**src/rtl/multi_reg_transfer.sv**
```systemverilog
// Multi-register transfer sequencer for Thumb LDM/STM/PUSH/POP.
// Walks the register list lowest index first. It issues one word access per
// register: stores read the register file, loads write it. It then optionally
// writes the updated base back. The core stalls while busy is high.
module multi_reg_transfer #(
  parameter int DATA_N = 32,
  parameter int SIZE   = 16
) (
  input  logic                     clk,
  input  logic                     rst,
  input  logic                     start,
  input  logic                     is_load,
  input  logic                     decrement,
  input  logic                     writeback_en,
  input  logic [SIZE-1:0]          reg_list,
  input  logic [$clog2(SIZE)-1:0]  base_reg,
  input  logic [DATA_N-1:0]        base_addr,
  output logic                     busy,
  output logic                     done,
  output logic                     mem_req,
  output logic                     mem_we,
  output logic [DATA_N-1:0]        mem_addr,
  output logic [DATA_N-1:0]        mem_wdata,
  input  logic                     mem_ready,
  input  logic [DATA_N-1:0]        mem_rdata,
  output logic [$clog2(SIZE)-1:0]  rf_r_addr,
  input  logic [DATA_N-1:0]        rf_r_data,
  output logic [$clog2(SIZE)-1:0]  rf_w_addr,
  output logic [DATA_N-1:0]        rf_w_data,
  output logic                     rf_wr_en
);

  localparam int IW = $clog2(SIZE);
  localparam int CW = IW + 1;

  typedef enum logic [1:0] {
    IDLE,
    XFER,
    WB,
    DONE
  } state_e;

  state_e              state_q, state_d;
  logic [SIZE-1:0]     list_q, list_d;          // registers still to transfer
  logic [CW-1:0]       count_q, count_d;        // popcount of the original list
  logic [DATA_N-1:0]   base_q, base_d;          // word-aligned base value
  logic [DATA_N-1:0]   addr_q, addr_d;          // address of the current access
  logic                is_load_q, is_load_d;
  logic                decrement_q, decrement_d;
  logic                writeback_q, writeback_d;
  logic                base_in_list_q, base_in_list_d;
  logic [IW-1:0]       base_reg_q, base_reg_d;

  logic [CW-1:0]       start_count;
  logic [IW-1:0]       cur_idx;
  logic                last_bit;
  logic [DATA_N-1:0]   aligned_base;
  logic [DATA_N-1:0]   start_offset;
  logic [DATA_N-1:0]   xfer_offset;
  logic [DATA_N-1:0]   wb_value;

  // Popcount of the incoming list, used to size the block and its address span.
  always_comb begin
    start_count = '0;
    for (int i = 0; i < SIZE; i++) begin
      start_count = start_count + CW'(reg_list[i]);
    end
  end

  // Lowest set bit of the remaining list. The scan runs downwards so that the
  // last match, which is the lowest index, is the one that sticks.
  always_comb begin
    cur_idx = '0;
    for (int i = SIZE - 1; i >= 0; i--) begin
      if (list_q[i]) cur_idx = IW'(i);
    end
  end

  // Address arithmetic shared by the start latch and the base write-back.
  always_comb begin
    aligned_base = base_addr & ~DATA_N'(3);
    start_offset = DATA_N'(start_count) << 2;
    xfer_offset  = DATA_N'(count_q) << 2;
    wb_value     = decrement_q ? (base_q - xfer_offset) : (base_q + xfer_offset);
    last_bit     = (list_q & (list_q - SIZE'(1))) == '0;
  end

  // Next-state and output decode for the transfer sequencer.
  always_comb begin
    // NOTE: every signal gets a default before the case statement, so no path leaves it unassigned and no latch is inferred.
    state_d        = state_q;
    list_d         = list_q;
    count_d        = count_q;
    base_d         = base_q;
    addr_d         = addr_q;
    is_load_d      = is_load_q;
    decrement_d    = decrement_q;
    writeback_d    = writeback_q;
    base_in_list_d = base_in_list_q;
    base_reg_d     = base_reg_q;

    busy      = (state_q != IDLE);
    done      = 1'b0;
    mem_req   = 1'b0;
    mem_we    = 1'b0;
    mem_addr  = '0;
    mem_wdata = '0;
    rf_r_addr = '0;
    rf_w_addr = '0;
    rf_w_data = '0;
    rf_wr_en  = 1'b0;

    unique case (state_q)
      IDLE: begin
        if (start) begin
          list_d         = reg_list;
          count_d        = start_count;
          base_d         = aligned_base;
          addr_d         = decrement ? (aligned_base - start_offset) : aligned_base;
          is_load_d      = is_load;
          decrement_d    = decrement;
          writeback_d    = writeback_en;
          base_in_list_d = reg_list[base_reg];
          base_reg_d     = base_reg;
          state_d        = (reg_list == '0) ? DONE : XFER;
        end
      end

      XFER: begin
        mem_req   = 1'b1;
        mem_we    = !is_load_q;
        mem_addr  = addr_q;
        rf_r_addr = cur_idx;
        mem_wdata = is_load_q ? '0 : rf_r_data;
        if (mem_ready) begin
          rf_wr_en  = is_load_q;
          rf_w_addr = is_load_q ? cur_idx : '0;
          rf_w_data = is_load_q ? mem_rdata : '0;
          list_d    = list_q & (list_q - SIZE'(1));
          addr_d    = addr_q + DATA_N'(4);
          if (last_bit) state_d = writeback_q ? WB : DONE;
        end
      end

      WB: begin
        // A load that lists its own base keeps the loaded value.
        rf_wr_en  = !(is_load_q && base_in_list_q);
        rf_w_addr = base_reg_q;
        rf_w_data = wb_value;
        state_d   = DONE;
      end

      DONE: begin
        done    = 1'b1;
        state_d = IDLE;
      end

      default: state_d = IDLE;
    endcase
  end

  // State and datapath registers with synchronous reset.
  always_ff @(posedge clk) begin
    // NOTE: sequential state uses non-blocking assignments so all flops update together from pre-edge values.
    if (rst) begin
      state_q        <= IDLE;
      list_q         <= '0;
      count_q        <= '0;
      base_q         <= '0;
      addr_q         <= '0;
      is_load_q      <= 1'b0;
      decrement_q    <= 1'b0;
      writeback_q    <= 1'b0;
      base_in_list_q <= 1'b0;
      base_reg_q     <= '0;
    end else begin
      state_q        <= state_d;
      list_q         <= list_d;
      count_q        <= count_d;
      base_q         <= base_d;
      addr_q         <= addr_d;
      is_load_q      <= is_load_d;
      decrement_q    <= decrement_d;
      writeback_q    <= writeback_d;
      base_in_list_q <= base_in_list_d;
      base_reg_q     <= base_reg_d;
    end
  end

endmodule

```
**config.mk**
```make
export PLATFORM = sky130hd
export DESIGN_NAME = multi_reg_transfer
export DESIGN_NICKNAME = d
export VERILOG_FILES = /design/src/rtl/multi_reg_transfer.sv
export SDC_FILE = /design/constraint.sdc
export NUM_CORES = 1
export LEC_CHECK = 0
export BUFFER_PORTS_ARGS = -buffer_cell sky130_fd_sc_hd__buf_2
export CORE_MARGIN = 3
export CORE_UTILIZATION = 58
export DETAILED_ROUTE_END_ITERATION = 7
export GPL_TIMING_DRIVEN = 0
export PLACE_DENSITY = 0.95
export SYNTH_ARGS = -nofsm -noshare
export SYNTH_HDL_FRONTEND = slang
export SYNTH_SLANG_ARGS = --single-unit
```
**constraint.sdc**
```tcl
create_clock -name clk -period 15.1 [get_ports clk]
set_input_delay 1.51 -clock clk [delete_from_list [all_inputs] [get_ports clk]]
set_output_delay 1.51 -clock clk [all_outputs]
set_load 0.02 [all_outputs]
```
==> impl_metrics.tcl <==
set metrics [dict create \
    worstMarginPinSlew_ns 1.30 \
    reg2reg_depth 9 \
    fin_crit_sh_pct 44.9 \
    ys_seq_area_share_pct 22.3 \
    gp_congestion 1.00 \
    hold_viol 0 \
    viasPerCell 6.16 \
    ys_ff_latch 91 \
    cp-endpoint "addr_q[13]" \
    maxSlewHeadroom_pct 12.9 \
    die_h_microns 125 \
    fin_util_pct 72.5 \
    syn_inst 1149 \
    area_delta_synth_final_pct 20.1 \
    async_flop_share_pct 0 \
    slew_viol_final 0 \
    rsz0062_at_grt "false" \
    yosysTopAreaCell "dfxtp_1" \
    place.port_buffers 226 \
    final-setup-viol-count 0 \
    synth_area_sq_um 8160 \
    maxCapViolCount 0 \
    crit_arrival_ns 6.99 \
    clockBufferDepth 2 \
    ir_drop_uv 121 \
    critPathCaptureType "flop" \
    cts_sinks 91 \
    grt_pass1_vias 9182 \
    vias 9663 \
    r2r_start "state_q[1]" \
    die-area_sq_um 15500 \
    fin_setup_tns_ns 0 \
    ys_warn_count 0 \
    core_area_sq_um 13500 \
    power.leakage_nw 4.39 \
    row_count 42 \
    clkTransAtPathRegs_ns 0.07 \
    drt_first_pass_iters 6 \
    instances_no_fill 1569 \
    clk_latency_ns 0.35 \
    reg2reg_slack_ns 11.96 \
    drt_wl_total_mm 27.7 \
    synth_top_area_share_pct 22.3 \
    holdBufCountCts 0 \
    post_cts_buffers 0 \
    place_area_sq_um 9510 \
    hpwl_mm 21.9 \
    yosys-top-cells-area "dfxtp_1 (22%), nand2_1 (9.0%), ha_1 (7.4%), a21oi_1 (6.7%), o21ai_0 (4.8%)" \
    drt_iter0_drc 1011 \
    path_max_fanout 9 \
    ctsResizeCount 0 \
    start_util_pct 60.4 \
    drc_errors 0 \
    cp-start-kind "primary input" \
    antenna_found_initial 1 \
    critPathLaunch "reg_list[5]" \
    clock.fmax_mhz 147 \
    reg2reg_to "addr_q[21]" \
    power_density_nw_per_um2 224 \
    nets 1570 \
    hold_class "flop to flop" \
    cts_tree "done" \
    grt_use_total_pct 34.2 \
    synth-edff-count 0 \
    drive_gt1_share_pct 19.5 \
    grt_start_max_net_pins 16 \
    outcome "complete, no violations" \
    stdcell_area_sq_um 9800 \
    path_class "primary input to flop" \
    grt-ovfl-total 0 \
    clock_skew_ns 0.00540 \
    final_antenna_net_count 0 \
    grt_first_pass_wirelength_mm 44.0 \
    synthFlopType "dfxtp_1" \
    die_w_microns 125 \
    ioPinCount 232 \
    root_buffer "clkbuf_16" \
    synth_area_per_cell_sq_um 7.10 \
    numCtsBuffers 9 \
    synth.distinct_cells 71 \
    cp.required_ns 15.31 \
    wl_per_cell_microns 17.7 \
    h-tree-depth 3 \
    layout_min_cycle_time_ns 6.78 \
    dp.cells 1552 \
]
==> cells by family (layout without fill, tap and decap cells) <==
group                    count (synthesis)  in the layout  share of synthesized area (%)
other                                    1              3                         0.0460
AND/OR/NAND/NOR                        491            491                           29.1
flip-flops                              91             91                           22.3
adder cells (fa/ha/maj)                 60             60                           10.3
XOR/XNOR                                52             52                           5.58
multiplexers                             9              9                           1.90
AO/OA/AOI/OAI                          320            320                           24.4
buffers and inverters                  125            367                           6.30
==> worst max-delay path: stages <==
cell and delay [ns]:
buf_2 0.13, inv_1 0.07, fa_1 0.54, inv_1 0.05
fa_1 0.46, fa_1 0.52, inv_1 0.05, fa_1 0.47
inv_1 0.04, ha_1 0.18, inv_1 0.07, fa_1 0.48
ha_1 0.30, nor2b_1 0.12, o21ai_0 0.22, a21boi_0 0.19
o21ai_1 0.56, nor4b_1 0.35, mux2_2 0.40, o21ai_0 0.18
a21oi_1 0.10
==> power breakdown <==
part	internal, mW	switching, mW	leakage, nW
combinational	0.597	0.987	3.51
clock	0.116	0.100	0.130
sequential	0.312	0.0817	0.748
total	1.02	1.17	4.39
==> per-layer routing <==
| layer | routed length (microns) | GRT usage, % | vias to the layer above |
|---|---|---|---|
| li1 | - | - | 4512 |
| met1 | 10400 | 41.8 | 4402 |
| met4 | 1510 | 17.7 | 0 |
| met3 | 2870 | 6.13 | 125 |
| met5 | 0 | 0 | - |
| met2 | 12900 | 57.4 | 624 |
==> metrics by stage <==
| stage | hold WS (ns) | setup WS, ns | power [mW] |
|---|---|---|---|
| 2_1_floorplan | 0.432 | 8.81 | 1.53 |
| 6_report | 0.457 | 8.32 | 2.19 |
| 3_3_place_gp | 0.443 | 8.21 | 1.89 |
| 5_1_grt | 0.481 | 8.10 | 2.37 |
| 4_1_cts | 0.459 | 8.41 | 2.16 |
| 3_5_place_dp | 0.449 | 8.14 | 1.93 |
==> layout make-up <==
| class | count | area, sq um |
|---|---|---|
| fill | 1093 | 3710 |
| clock buffer | 10 | 239 |
| timing repair buffer | 226 | 1130 |
| tap | 176 | 220 |
| sequential | 91 | 1820 |
| antenna | 1 | 2.50 |
| clock inverter | 6 | 41.3 |
| buffer | 63 | 282 |
| inverter | 62 | 233 |
| multi-input combinational | 934 | 5830 |
==> cell usage after synthesis (all sizes together), types with 4 or more instances <==
| cell type | n |
|---|---|
| o22ai | 5 |
| a21oi | 110 |
| nand2b | 9 |
| o211ai | 6 |
| and2 | 61 |
| nor2b | 10 |
| nor4 | 15 |
| nor4b | 7 |
| ha | 48 |
| fa | 12 |
| nand3 | 25 |
| dfxtp | 91 |
| a21o | 17 |
| o21ai | 79 |
| a221oi | 4 |
| xnor2 | 32 |
| a31oi | 14 |
| a2111oi | 8 |
| o31ai | 8 |
| clkbuf | 55 |
| a211oi | 16 |
| nor3 | 29 |
| a22oi | 13 |
| and3 | 8 |
| o21bai | 6 |
| mux4 | 5 |
| nand4 | 10 |
| nor2 | 94 |
| xor2 | 20 |
| nor3b | 6 |
| or3 | 6 |
| o21a | 7 |
| inv | 61 |
| buf | 8 |
| nand2 | 196 |
==> layout by cell type, fill, tap and decap left out, types with 5 or more instances in the layout <==
cell and instances:
buf_2 226, nand2_1 195, a21oi_1 110, nor2_1 94, dfxtp_1 91, o21ai_0 78, inv_1 61, and2_1 61
clkbuf_1 55, ha_1 48, xnor2_1 32, nor3_1 29, nand3_1 24, xor2_1 20, a21o_1 17, a211oi_1 16
a31oi_1 14, a22oi_1 13, nor4_1 12, fa_1 12, nor2b_1 10, nand4_1 10, nand2b_1 9, clkbuf_16 9
and3_1 8, o31ai_1 8, o21a_1 7, o211ai_1 6, o21bai_1 6, or3_1 6, nor3b_1 6, nor4b_1 6
buf_6 5, o22ai_1 5, mux4_2 5
==> state kept, by name, indices dropped and copies added (netlist names) <==
signal and flops:
base_in_list_q 1, is_load_q 1, base_q 30, decrement_q 1, count_q 5, list_q 16, state_q 2, base_reg_q 4
addr_q 30, writeback_q 1
==> worst min-delay path by stage <==
stage | end | slack [ns] | from | cells past startpoint
global placement | base_in_list_q | 0.44 | base_in_list_q | 2
global route | base_q[22] | 0.48 | base_q[22] | 2
finish | base_q[2] | 0.46 | base_q[2] | 2
CTS | base_reg_q[1] | 0.46 | base_reg_q[1] | 2
detailed placement | base_reg_q[1] | 0.45 | base_reg_q[1] | 2
floorplan | writeback_q | 0.43 | writeback_q | 2
(Power assumes the default switching activity.)
